[config.mk]
export PLATFORM = sky130hd
export DESIGN_NAME = clock_run_controller
export DESIGN_NICKNAME = d
export VERILOG_FILES = /design/src/rtl/clock_ctrl_pkg.sv /design/src/rtl/clock_run_controller_sat_counter.sv /design/src/rtl/clock_run_controller.sv
export SDC_FILE = /design/constraint.sdc
export NUM_CORES = 1
export LEC_CHECK = 0
export ABC_AREA = 1
export ABC_CLOCK_PERIOD_IN_PS = 1800
export CAP_MARGIN = 10
export CORE_MARGIN = 5
export CORE_UTILIZATION = 55
export DETAILED_ROUTE_END_ITERATION = 10
export DONT_BUFFER_PORTS = 1
export GPL_TIMING_DRIVEN = 0
export PLACE_DENSITY = 0.66
export SYNTH_ARGS = -nofsm -noshare
export SYNTH_HDL_FRONTEND = slang
export SYNTH_SLANG_ARGS = --single-unit
export TNS_END_PERCENT = 20
[constraint.sdc]
create_clock -name clk -period 1.8 [get_ports clk]
set_input_delay 0.36 -clock clk [delete_from_list [all_inputs] [get_ports clk]]
set_output_delay 0.36 -clock clk [all_outputs]
set_load 0.1 [all_outputs]
[src/rtl/clock_ctrl_pkg.sv]
// Shared types for the clock run controller: state encoding and default widths.
package clock_ctrl_pkg;

  localparam int DEFAULT_CNT_WIDTH = 32;

  typedef enum logic [2:0] {
    ST_IDLE   = 3'd0,
    ST_RUN    = 3'd1,
    ST_BURST  = 3'd2,
    ST_STEP   = 3'd3,
    ST_HALTED = 3'd4
  } state_t;

  // States in which the downstream clock is enabled.
  function automatic logic is_active(input state_t s);
    return (s == ST_RUN) || (s == ST_BURST) || (s == ST_STEP);
  endfunction

endpackage

[src/rtl/clock_run_controller_sat_counter.sv]
// Saturating up-counter; clear wins over a simultaneous increment.
module sat_counter #(
  parameter int W = 32
) (
  input  logic         i_clk,
  input  logic         i_rst_n,
  input  logic         i_inc,
  input  logic         i_clr,
  output logic [W-1:0] o_count
);

  logic [W-1:0] r_count;

  always_ff @(posedge i_clk or negedge i_rst_n) begin
    if (!i_rst_n) begin
      r_count <= '0;
    end else if (i_clr) begin
      r_count <= '0;
    end else if (i_inc && (r_count != '1)) begin
      r_count <= r_count + W'(1);
    end
  end

  assign o_count = r_count;

endmodule

[src/rtl/clock_run_controller.sv]
// Run/stop/step/burst sequencer driving the clock generator enable, with cycle
// counting and an optional watchdog on continuous free-run.
module clock_run_controller
  import clock_ctrl_pkg::*;
#(
  parameter int CNT_WIDTH = DEFAULT_CNT_WIDTH,
  parameter int MAX_RUN   = 0
) (
  input  logic                 clk,
  input  logic                 rst_n,
  input  logic                 start,
  input  logic                 stop,
  input  logic                 step,
  input  logic                 burst,
  input  logic [CNT_WIDTH-1:0] burst_len,
  input  logic                 halt_req,
  input  logic                 clr_count,
  output logic                 clk_en,
  output logic [2:0]           state,
  output logic [CNT_WIDTH-1:0] cycle_count,
  output logic                 done,
  output logic                 timeout
);

  // Watchdog fires during the MAX_RUN-th RUN cycle (run counter reads MAX_RUN-1).
  localparam logic [CNT_WIDTH-1:0] WD_LAST = CNT_WIDTH'(MAX_RUN - 1);

  state_t               r_state;
  state_t               w_next;
  logic [CNT_WIDTH-1:0] r_remaining;
  logic [CNT_WIDTH-1:0] w_remaining_nxt;
  logic                 r_clk_en;
  logic                 r_done;
  logic                 r_timeout;
  logic                 w_timeout_nxt;
  logic                 w_leaving;
  logic                 w_wd_hit;
  logic                 w_in_run;
  logic [CNT_WIDTH-1:0] w_run_cnt;

  assign w_in_run = (r_state == ST_RUN);
  assign w_wd_hit = (MAX_RUN != 0) && w_in_run && (w_run_cnt == WD_LAST);

  // Requests are levels sampled every edge; there is no handshake back.
  always_comb begin
    w_next          = r_state;
    w_remaining_nxt = r_remaining;
    w_timeout_nxt   = r_timeout;
    case (r_state)
      ST_IDLE: begin
        if (halt_req) begin
          w_next = ST_HALTED;
        end else if (stop) begin
          w_next = ST_IDLE;
        end else if (step) begin
          w_next = ST_STEP;
        end else if (burst && (burst_len != '0)) begin
          w_next          = ST_BURST;
          w_remaining_nxt = burst_len;
        end else if (start) begin
          w_next = ST_RUN;
        end
      end
      ST_STEP: begin
        w_next = halt_req ? ST_HALTED : ST_IDLE;
      end
      ST_BURST: begin
        w_remaining_nxt = r_remaining - CNT_WIDTH'(1);
        if (halt_req) begin
          w_next          = ST_HALTED;
          w_remaining_nxt = '0;
        end else if (stop) begin
          w_next          = ST_IDLE;
          w_remaining_nxt = '0;
        end else if (r_remaining == CNT_WIDTH'(1)) begin
          w_next = ST_IDLE;
        end
      end
      ST_RUN: begin
        if (halt_req) begin
          w_next = ST_HALTED;
        end else if (w_wd_hit) begin
          w_next        = ST_HALTED;
          w_timeout_nxt = 1'b1;
        end else if (stop) begin
          w_next = ST_IDLE;
        end
      end
      ST_HALTED: begin
        if (stop) begin
          w_next = ST_IDLE;
        end else if (start) begin
          w_next        = ST_RUN;
          w_timeout_nxt = 1'b0;
        end
      end
      default: begin
        w_next          = ST_IDLE;
        w_remaining_nxt = '0;
      end
    endcase
  end

  assign w_leaving = is_active(r_state) && !is_active(w_next);

  always_ff @(posedge clk or negedge rst_n) begin
    if (!rst_n) begin
      r_state     <= ST_IDLE;
      r_remaining <= '0;
      r_clk_en    <= 1'b0;
      r_done      <= 1'b0;
      r_timeout   <= 1'b0;
    end else begin
      r_state     <= w_next;
      r_remaining <= w_remaining_nxt;
      r_clk_en    <= is_active(w_next);
      r_done      <= w_leaving;
      r_timeout   <= w_timeout_nxt;
    end
  end

  sat_counter #(.W(CNT_WIDTH)) u_cycle_cnt (
    .i_clk   (clk),
    .i_rst_n (rst_n),
    .i_inc   (r_clk_en),
    .i_clr   (clr_count),
    .o_count (cycle_count)
  );

  // Held at zero outside RUN so every RUN entry starts a fresh watchdog interval.
  sat_counter #(.W(CNT_WIDTH)) u_run_cnt (
    .i_clk   (clk),
    .i_rst_n (rst_n),
    .i_inc   (w_in_run),
    .i_clr   (!w_in_run),
    .o_count (w_run_cnt)
  );

  assign clk_en  = r_clk_en;
  assign state   = r_state;
  assign done    = r_done;
  assign timeout = r_timeout;

endmodule

==> flow_metrics.tcl <==
set metrics [dict create \
    drive_above_1_share_pct 23.30 \
    cpMostUsedCell "nand2_4" \
    core_area_mm2 0.008721 \
    report.final.slew_viol_count 0 \
    area_delta_synth_final_pct 22.47 \
    yosys.area_share.simple_pct 40.95 \
    violations "hold timing, setup timing" \
    ys_async_sr_fraction_pct 100.0 \
    cts-root-buf "clkbuf_8" \
    cp_max_fo 5 \
    synth_flop_cell "dfrtp_1" \
    crit_buf_inv 1 \
    grt_max_degree 70 \
    gp_congestion 0.9460 \
    firstDrtPassIters 6 \
    io_buffer_count 0 \
    synthMuxAreaShare_pct 0 \
    vias 5126 \
    cp-start-kind "register" \
    r2r-start "u_cycle_cnt.o_count[7]$_DFFE_PN0P_" \
    ys_seq_area_share_pct 35.12 \
    num_rows 34 \
    worst-slew-pin-transition_ps 884.9 \
    maxSlewHeadroom_pct 41.04 \
    fin_ws_ps -270.7 \
    die_w_um 104.5 \
    nets 820 \
    cp_cell_sequence "nand2_4, nor3_4, nand2_4, nor2_4, nand2_4, nand2_8, buf_12, nor2_4, xor2_1, nor2_1" \
    hold_slack_ps -304.1 \
    timing.fmax_ghz 0.4829 \
    finClkSkew_ps 8.035 \
    p_leak_nw 2.635 \
    routedWlPerCell_um 17.39 \
    dp.final_hpwl_mm 10.98 \
    dpl_worst_slack_ps -458.1 \
    worstHoldPathType "primary input to async pin" \
    synth_nets 789 \
    cp_slowest_cell "dfrtp_4" \
    cp_top_family "simple AND/OR/NAND/NOR gates" \
    setup_violations 47 \
    die-area_mm2 0.01093 \
    cts_tree "built" \
    regToRegSetupSlack_ps -270 \
    synth_cells 746 \
    final_cell_mix "nand2_1 (219), nor2_1 (95), inv_1 (62)" \
    clock-sinks 69 \
    drt_iter0_drc 288 \
    synth_cell_types 44 \
    period_share_pct 115.0 \
    path_class "register to register" \
    run_status "complete, but fails checks" \
    r2r-end "u_cycle_cnt.o_count[28]$_DFFE_PN0P_" \
    ioPinCount 78 \
    synth_compound_area_share_pct 11.35 \
    hold_violations 69 \
    grt_usage_pct 27.64 \
    grt_pass1_vias 4915 \
    cts.htree.levels 3 \
    antenna_cells 0 \
    clk_path_buf_depth 2 \
    ys_seq_elements 69 \
    cts_buffers 9 \
    worst_setup_path_end_kind "register" \
    period_minus_slack_ps 2071 \
    layout_commonest_cell "nand2_1" \
    synthAdderAreaFrac_pct 0.7636 \
    arrival_ps 2290 \
    yosysWarnings 0 \
    slowest_delay_ps 660 \
    powerDensity_mw_per_mm2 1107 \
    gr-total-overflow 0 \
    synth_edf_count 0 \
    postRouteAntennaNets 0 \
    synth_xor_area_share_pct 3.029 \
    clk_pin_slew_ps 80 \
    routed_wl_mm 15.46 \
    reg2reg_depth 10 \
    viasPerCell 5.766 \
    required_ps 2020 \
    post-route-util_pct 69.04 \
    antenna_found_initial 0 \
    clk_latency_ps 350 \
    rsz0062_at_grt "true" \
    syn_area_mm2 0.004916 \
    chipHeight_um 104.5 \
    grt_pass1_wl_mm 24.60 \
    synth_top_family_by_area "simple AND/OR/NAND/NOR gates" \
    power_mw 6.665 \
    drv_cap 0 \
    initial_utilization_pct 56.37 \
    vdd_drop_max_mv 0.6056 \
    drc_errors 0 \
    synth.avg_cell_area_um2 6.590 \
]
==> power by group <==
group	switching, mW	internal [mW]	total [mW]
Sequential	0.543	1.85	2.40
Clock	0.641	0.772	1.41
Combinational	1.86	0.996	2.85
==> synth_stat cells, types with 2 or more instances <==
cell type	instances	share of area [%]
nor3_2	3	0.61
a21oi_1	23	2.3
xor2_1	14	2.5
inv_1	70	5.3
nand3_1	35	3.6
or2_2	2	0.25
buf_4	4	0.61
nor4_1	3	0.38
o41ai_1	2	0.36
dfrtp_1	69	35
o21ai_0	37	3.8
o22ai_1	2	0.25
clkbuf_1	8	0.61
nand4_1	24	3.1
nand2_1	229	17
nor2_2	10	1.3
o21ai_1	27	2.7
nor2_1	110	8.4
nor3b_1	2	0.31
o31ai_1	6	0.92
nand2_2	9	1.1
inv_2	8	0.61
nor3_4	2	0.66
buf_2	6	0.61
nor3_1	13	1.3
nor2_4	6	1.4
xnor2_1	3	0.53
ha_1	3	0.76
==> routing by layer <==
metal	global-route usage, %	wire [um]
met4	12.12	551
met2	48.33	7822
met5	0	0
met1	32.56	5986
met3	5.919	1096
==> worst max path at each step <==
stage                                            start                                   to  cells after the start
finish              u_cycle_cnt.o_count[7]$_DFFE_PN0P_  u_cycle_cnt.o_count[28]$_DFFE_PN0P_                     10
global route        u_cycle_cnt.o_count[7]$_DFFE_PN0P_  u_cycle_cnt.o_count[21]$_DFFE_PN0P_                     11
CTS                 u_cycle_cnt.o_count[2]$_DFFE_PN0P_  u_cycle_cnt.o_count[21]$_DFFE_PN0P_                     11
detailed placement                  state[2]$_DFF_PN0_          r_remaining[11]$_DFFE_PN0P_                      9
global placement                    state[2]$_DFF_PN0_          r_remaining[11]$_DFFE_PN0P_                      9
floorplan           u_cycle_cnt.o_count[1]$_DFFE_PN0P_  u_cycle_cnt.o_count[15]$_DFFE_PN0P_                     11
==> layout make-up <==
type / instances / area, um2
buffer: 20 / 239.0
clock buffer: 9 / 123.9
clock inverter: 6 / 88.84
fill: 723 / 2700
inverter: 80 / 320.3
multi-input combinational: 577 / 3058
sequential: 69 / 1849
tap: 108 / 135.1
timing repair buffer: 20 / 206.4
==> state kept, by name, summed over array words and instances, names as in the netlist <==
signal / cells
clk_en: 1
u_cycle_cnt.o_count: 32
r_remaining: 32
done: 1
state: 3
==> repair_timing <==
item	in CTS	in global routing
pin swaps	11	10
setup endpoints to repair	69	67
endpoints found under the hold margin	69	69
gates resized for setup	84	38
gates cloned	2	1
setup buffers	11	6
==> kinds of logic (layout without fill, tap and decap cells) <==
logic type | Yosys count | in the layout
AND/OR/NAND/NOR | 453 | 453
AO/OA/AOI/OAI | 103 | 103
buffers and inverters | 100 | 135
flip-flops | 69 | 69
XOR/XNOR | 17 | 17
adder cells (fa/ha/maj) | 3 | 3
other | 1 | 1
==> stage by stage <==
step,hold slack (ps),cells,TNS [ps],instance area (um2)
2_1_floorplan,64.41,746,-394.4,5051
3_3_place_gp,66.26,854,-17880,5186
3_5_place_dp,66.28,854,-20080,5186
4_1_cts,-316.5,882,-4550,5823
5_1_grt,-323.6,889,-13270,6021
6_report,-304.1,889,-7016,6021
==> worst register-to-register path: stages (launching register included) <==
cell and delay [ps]:
dfrtp_4 660, nand2_4 80, nor3_4 320, nand2_4 120
nor2_4 160, nand2_4 80, nand2_8 110, buf_12 160
nor2_4 40, xor2_1 160, nor2_1 60
Power figures use the tool's default switching activity.
